==> src/rtl/sodor_fetch_pkg.sv <==
// Shared types and constants for the Sodor 2-stage fetch controller.
package sodor_fetch_pkg;

    localparam logic [31:0] BUBBLE_INST = 32'h0000_4033;

    typedef enum logic [1:0] {
        PC_PLUS4 = 2'd0,
        PC_BRJMP = 2'd1,
        PC_JALR  = 2'd2,
        PC_EXC   = 2'd3
    } pc_sel_e;

    typedef enum logic [1:0] {
        ST_IDLE = 2'd0,
        ST_REQ  = 2'd1,
        ST_WAIT = 2'd2,
        ST_HOLD = 2'd3
    } fetch_state_e;

endpackage

==> src/rtl/sodor_fetch_inst_buffer.sv <==
// One-entry skid buffer holding a fetched instruction while EXE is stalled.
module sodor_fetch_inst_buffer #(
    parameter int unsigned     W          = 32,
    parameter logic [W-1:0]    RESET_DATA = '0
) (
    input  logic         clock,
    input  logic         reset,
    input  logic         load_i,
    input  logic         unload_i,
    input  logic         flush_i,
    input  logic [W-1:0] data_i,
    output logic [W-1:0] data_o,
    output logic         valid_o
);

    logic [W-1:0] data_q;
    logic         valid_q;

    // Flush beats load beats unload; data only changes on load.
    always_ff @(posedge clock or posedge reset) begin
        if (reset) begin
            data_q  <= RESET_DATA;
            valid_q <= 1'b0;
        end else if (flush_i) begin
            valid_q <= 1'b0;
        end else if (load_i) begin
            data_q  <= data_i;
            valid_q <= 1'b1;
        end else if (unload_i) begin
            valid_q <= 1'b0;
        end
    end

    assign data_o  = data_q;
    assign valid_o = valid_q;

endmodule

==> src/rtl/sodor_2stage_fetch_ctrl.sv <==
// IF-stage sequencer: PC, single-outstanding imem handshake, skid buffer, IF->EXE register.
module sodor_2stage_fetch_ctrl
    import sodor_fetch_pkg::*;
#(
    parameter int unsigned     XLEN     = 32,
    parameter logic [XLEN-1:0] RESET_PC = '0,
    parameter logic [31:0]     BUBBLE   = BUBBLE_INST
) (
    input  logic            clock,
    input  logic            reset,
    output logic            imem_req_valid,
    output logic [XLEN-1:0] imem_req_addr,
    input  logic            imem_req_ready,
    input  logic            imem_resp_valid,
    input  logic [31:0]     imem_resp_data,
    input  logic            exe_stall,
    input  logic [1:0]      pc_sel,
    input  logic [XLEN-1:0] br_target,
    input  logic [XLEN-1:0] jalr_target,
    input  logic [XLEN-1:0] exc_target,
    output logic [XLEN-1:0] if_reg_pc,
    output logic [XLEN-1:0] exe_reg_pc,
    output logic [31:0]     exe_reg_inst,
    output logic            exe_valid,
    output logic            if_kill,
    output logic            inst_buffer_valid
);

    fetch_state_e    state_q, state_d;
    logic [XLEN-1:0] pc_q, pc_d;
    logic [XLEN-1:0] exe_pc_q, exe_pc_d;
    logic [31:0]     exe_inst_q, exe_inst_d;
    logic            exe_valid_q, exe_valid_d;
    logic            kill_q, kill_d;
    logic            drop_q, drop_d;
    logic            req_valid_q, req_valid_d;

    logic            buf_load, buf_unload, buf_flush, buf_valid;
    logic [31:0]     buf_data;
    logic [XLEN-1:0] redirect_target;
    logic            req_fire, redirect, outstanding;

    sodor_fetch_inst_buffer #(
        .W          (32),
        .RESET_DATA (BUBBLE)
    ) u_inst_buffer (
        .clock    (clock),
        .reset    (reset),
        .load_i   (buf_load),
        .unload_i (buf_unload),
        .flush_i  (buf_flush),
        .data_i   (imem_resp_data),
        .data_o   (buf_data),
        .valid_o  (buf_valid)
    );

    assign req_fire    = req_valid_q & imem_req_ready;
    assign redirect    = exe_valid_q & ~exe_stall & (pc_sel != 2'(PC_PLUS4));
    // A request is still in flight if it fires now or a WAIT has not seen its response yet.
    assign outstanding = req_fire | ((state_q == ST_WAIT) & ~imem_resp_valid);

    // Redirect target select.
    always_comb begin
        redirect_target = pc_q;
        case (pc_sel_e'(pc_sel))
            PC_BRJMP: redirect_target = br_target;
            PC_JALR:  redirect_target = jalr_target;
            PC_EXC:   redirect_target = exc_target;
            default:  redirect_target = pc_q;
        endcase
    end

    // Next-state and datapath control; a redirect overrides everything else.
    always_comb begin
        state_d     = state_q;
        pc_d        = pc_q;
        exe_pc_d    = exe_pc_q;
        exe_inst_d  = exe_inst_q;
        exe_valid_d = exe_valid_q;
        kill_d      = 1'b0;
        drop_d      = drop_q;
        buf_load    = 1'b0;
        buf_unload  = 1'b0;
        buf_flush   = 1'b0;

        if (!exe_stall) begin
            exe_pc_d    = '0;
            exe_inst_d  = BUBBLE;
            exe_valid_d = 1'b0;
        end

        case (state_q)
            ST_IDLE: state_d = ST_REQ;
            ST_REQ: begin
                if (req_fire) state_d = ST_WAIT;
            end
            ST_WAIT: begin
                if (imem_resp_valid) begin
                    if (drop_q) begin
                        drop_d  = 1'b0;
                        state_d = ST_REQ;
                    end else if (!exe_stall) begin
                        exe_pc_d    = pc_q;
                        exe_inst_d  = imem_resp_data;
                        exe_valid_d = 1'b1;
                        pc_d        = pc_q + XLEN'(4);
                        state_d     = ST_REQ;
                    end else begin
                        buf_load = 1'b1;
                        state_d  = ST_HOLD;
                    end
                end
            end
            ST_HOLD: begin
                if (!exe_stall) begin
                    exe_pc_d    = pc_q;
                    exe_inst_d  = buf_data;
                    exe_valid_d = 1'b1;
                    pc_d        = pc_q + XLEN'(4);
                    buf_unload  = 1'b1;
                    state_d     = ST_REQ;
                end
            end
            default: state_d = ST_IDLE;
        endcase

        if (redirect) begin
            pc_d        = redirect_target & ~XLEN'(3);
            exe_pc_d    = '0;
            exe_inst_d  = BUBBLE;
            exe_valid_d = 1'b0;
            buf_load    = 1'b0;
            buf_unload  = 1'b0;
            buf_flush   = 1'b1;
            kill_d      = 1'b1;
            if (outstanding) begin
                state_d = ST_WAIT;
                drop_d  = 1'b1;
            end else begin
                state_d = ST_REQ;
                drop_d  = 1'b0;
            end
        end

        req_valid_d = (state_d == ST_REQ);
    end

    // State and pipeline registers.
    always_ff @(posedge clock or posedge reset) begin
        if (reset) begin
            state_q     <= ST_IDLE;
            pc_q        <= RESET_PC;
            exe_pc_q    <= '0;
            exe_inst_q  <= BUBBLE;
            exe_valid_q <= 1'b0;
            kill_q      <= 1'b1;
            drop_q      <= 1'b0;
            req_valid_q <= 1'b0;
        end else begin
            state_q     <= state_d;
            pc_q        <= pc_d;
            exe_pc_q    <= exe_pc_d;
            exe_inst_q  <= exe_inst_d;
            exe_valid_q <= exe_valid_d;
            kill_q      <= kill_d;
            drop_q      <= drop_d;
            req_valid_q <= req_valid_d;
        end
    end

    assign imem_req_valid    = req_valid_q;
    assign imem_req_addr     = pc_q;
    assign if_reg_pc         = pc_q;
    assign exe_reg_pc        = exe_pc_q;
    assign exe_reg_inst      = exe_inst_q;
    assign exe_valid         = exe_valid_q;
    assign if_kill           = kill_q;
    assign inst_buffer_valid = buf_valid;

endmodule

==> config.mk <==
export PLATFORM = sky130hd
export DESIGN_NAME = sodor_2stage_fetch_ctrl
export DESIGN_NICKNAME = d
export VERILOG_FILES = /design/src/rtl/sodor_fetch_pkg.sv /design/src/rtl/sodor_fetch_inst_buffer.sv /design/src/rtl/sodor_2stage_fetch_ctrl.sv
export SDC_FILE = /design/constraint.sdc
export NUM_CORES = 1
export LEC_CHECK = 0
export CAP_MARGIN = 20
export CORE_MARGIN = 5
export CORE_UTILIZATION = 40
export CTS_CLUSTER_SIZE = 28
export DETAILED_ROUTE_END_ITERATION = 8
export GPL_TIMING_DRIVEN = 0
export PLACE_DENSITY = 0.78
export SETUP_SLACK_MARGIN = 0.15
export SLEW_MARGIN = 0
export SYNTH_ARGS = -nofsm -noshare
export SYNTH_HDL_FRONTEND = slang
export SYNTH_SLANG_ARGS = --single-unit
==> constraint.sdc <==
create_clock -name clock -period 3.8 [get_ports clock]
set_clock_uncertainty 0.2 [all_clocks]
set_input_delay 0.38 -clock clock [delete_from_list [all_inputs] [get_ports clock]]
set_output_delay 0.38 -clock clock [all_outputs]
set_load 0.02 [all_outputs]
==> results.sh <==
export IMPL_ff2ff_setup_slack_ps=1490
export IMPL_synth_edf_count=0
export IMPL_cts_tree="done"
export IMPL_gp_congestion=0.889
export IMPL_ios=267
export IMPL_ant_nets=0
export IMPL_syn_avg_cell_area_sq_um=10.3
export IMPL_netlist_top_cells_count="dfrtp_1 (122), nand2_1 (79), o21ai_0 (49)"
export IMPL_cp_buffers_inverters=4
export IMPL_areaGrowthSynthToFinish_pct=52.0
export IMPL_cts_resized=0
export IMPL_start_kind="input pin"
export IMPL_outcome="finished, final reports clean"
export IMPL_port_buffers=256
export IMPL_via_count=6596
export IMPL_overflow=0
export IMPL_tightest_slew_ps=692
export IMPL_post_cts_buffers=0
export IMPL_finalCriticalPeriod_ps=2620
export IMPL_reg2reg_depth=6
export IMPL_cp_arrival_ps=2720
export IMPL_drive_gt1_share_pct=15.3
export IMPL_htree_num_levels=4
export IMPL_clock_power_share_pct=21.8
export IMPL_wl_per_cell_microns=20.6
export IMPL_wl_microns=24000
export IMPL_drtIter0Drc=975
export IMPL_reg2reg_to="if_reg_pc[31]"
export IMPL_synth_area_leaders="dfrtp_1 (45%), mux2_2 (6.2%), a222oi_1 (4.5%), nand2_1 (4.4%), dfstp_2 (4.3%)"
export IMPL_grt_use_total_pct=23.9
export IMPL_clock_latency_ps=420
export IMPL_clk_path_buf_depth=2
export IMPL_critPathKind="in -> reg"
export IMPL_synth_seq_area_share_pct=49.7
export IMPL_setup_viol=0
export IMPL_power_frac_comb_pct=45.0
export IMPL_synth_ff_latch_count=133
export IMPL_critPathRequiredTime_ps=3900
export IMPL_power_density_nw_per_um2=736
export IMPL_intPower_mw=4.69
export IMPL_cp_top_family="buffers and inverters"
export IMPL_worstPathCellList="clkdlybuf4s50_1, inv_1, ha_1, nand2b_1, o2111a_1, buf_2, nor2_2, buf_4, a21oi_1, o21ba_2"
export IMPL_fp_dieW_microns=140
export IMPL_clkTransAtPathRegs_ps=60
export IMPL_final_core_util_pct=61.9
export IMPL_leakage_nw=4.26
export IMPL_slowest_stage="clkdlybuf4s50_1"
export IMPL_cts_buffers=17
export IMPL_antenna_cells=0
export IMPL_routed_via_density=5.64
export IMPL_maxSlewViolCount=0
export IMPL_antenna_found_initial=1
export IMPL_fin_setup_tns_ps=0
export IMPL_worst_setup_path_end_kind="register"
export IMPL_yosysUniqueCellTypes=64
export IMPL_clock_sinks=133
export IMPL_netlist_area_sq_um=6730
export IMPL_grt_pass1_vias=6357
export IMPL_finalPower_mw=7.52
export IMPL_core_region_area_sq_um=16500
export IMPL_synth_cells=655
export IMPL_die_height_microns=140
export IMPL_yosys_area_top_type="dfrtp_1"
export IMPL_p_sw_share_pct=37.7
export IMPL_drv_cap=0
export IMPL_p_seq_share_pct=33.2
export IMPL_rows=47
export IMPL_die_area_sq_um=19500
export IMPL_ys_flop_type="dfrtp_1"
export IMPL_hpwl_microns=18300
export IMPL_whs_ps=209
export IMPL_grt_pass1_wl_microns=36600
export IMPL_ir_drop_mv=0.498
export IMPL_grt_setup_unrepaired="no"
export IMPL_path_max_fanout=10
export IMPL_ctsHoldBuffers=0
export IMPL_cp_slowest_stage_delay_ps=510
export IMPL_synth_most_common_cell="dfrtp_1"
export IMPL_synth_warnings=0
export IMPL_root_buffer="clkbuf_16"
export IMPL_initial_core_util_pct=40.7
export IMPL_drcViolationCount=0
export IMPL_hold_viol=0
export IMPL_grt_start_max_net_pins=41
export IMPL_hp_class="in -> async"
export IMPL_post_synth_top_area_fraction_pct=45.4
export IMPL_max_slew_margin_rel_pct=53.9
export IMPL_nets=1076
export IMPL_synth_async_sr_flop_share_pct=100
export IMPL_r2r_start="state_q[0]"
export IMPL_drtPass1Iterations=8
export IMPL_timing_final_crit_share_pct=68.8
export IMPL_clock_fmax_mhz=382
export IMPL_p_sw_mw=2.84
metal layers:
layer	track usage, %	vias up	part of all wire, %
met5	0	-	0.075
met4	9.18	2	2.3
met3	6.55	53	9.5
met2	36.4	360	47
met1	32.5	3204	41
li1	-	2977	-
registers in the layout, indices dropped and copies added (netlist names):
| name | flops |
|---|---|
| u_inst_buffer.valid_o | 1 |
| imem_req_valid | 1 |
| drop_q | 1 |
| if_kill | 1 |
| exe_reg_pc | 32 |
| if_reg_pc | 30 |
| u_inst_buffer.data_o | 32 |
| exe_valid | 1 |
| exe_reg_inst | 32 |
| state_q | 2 |
power groups by stage:
| stage | registers (mW) | clock network [mW] | logic (mW) |
|---|---|---|---|
| 2_1_floorplan | 2.83 | 0 | 1.43 |
| 3_3_place_gp | 2.48 | 0 | 3.33 |
| 5_1_grt | 2.58 | 1.72 | 3.61 |
| 6_report | 2.50 | 1.64 | 3.39 |
| 4_1_cts | 2.49 | 1.66 | 3.40 |
| 3_5_place_dp | 2.51 | 0 | 3.39 |
worst max-delay path by stage:
stage               from                  endpoint  slack [ps]  cells after the start
6_report       pc_sel[0]             if_reg_pc[27]        1180                     10
5_1_grt        pc_sel[0]             if_reg_pc[31]        1070                      9
4_1_cts        pc_sel[0]             if_reg_pc[31]        1210                      9
3_5_place_dp   pc_sel[0]             if_reg_pc[31]         770                      9
3_3_place_gp       reset  u_inst_buffer.data_o[19]         330                      2
2_1_floorplan      reset                    drop_q        1580                      1
cell type report:
cell class	instances	area, sq um
Fill cell	1355	6300
Sequential cell	133	3340
Multi-Input combinational cell	433	2890
Timing Repair Buffer	259	2620
Buffer	81	462
Clock buffer	21	450
Tap cell	220	275
Clock inverter	11	133
Inverter	11	45.0
per-stage QoR:
stage               std cells  worst slack [ps]  area [sq um]
floorplan                 658              1580          6740
global placement         1134               334          9580
detailed placement       1137               767          9640
CTS                      1169              1210         10200
global route             1169              1070         10200
finish                   1169              1180         10200
cells in the final DEF (no fill, tap or decap), types with 17 or more instances in the layout:
cell type	Yosys	routed
clkbuf_1	30	33
mux2_2	37	37
buf_4	36	36
a22oi_1	30	30
a21oi_1	23	23
clkdlybuf4s50_1	0	256
a222oi_1	30	30
o21ai_0	49	49
clkbuf_16	0	17
nor2_1	38	38
nand2_1	79	79
dfrtp_1	122	122
a22o_1	26	26
worst reg2reg max path, cell delays in order (launching register included):
cell	delay (ps)
dfrtp_1	350
buf_2	180
o2111ai_1	460
clkbuf_1	550
nor3_1	140
a221oi_2	250
nand2_1	70
kinds of logic after synthesis:
logic type | share of synthesized area [%]
simple gates | 13.2
mux | 6.34
other cells | 0.0557
buf+inv | 7.48
flops | 49.7
fa+ha+maj | 0.930
compound gates | 22.4
No activity file was read; power rests on OpenSTA's default activity.
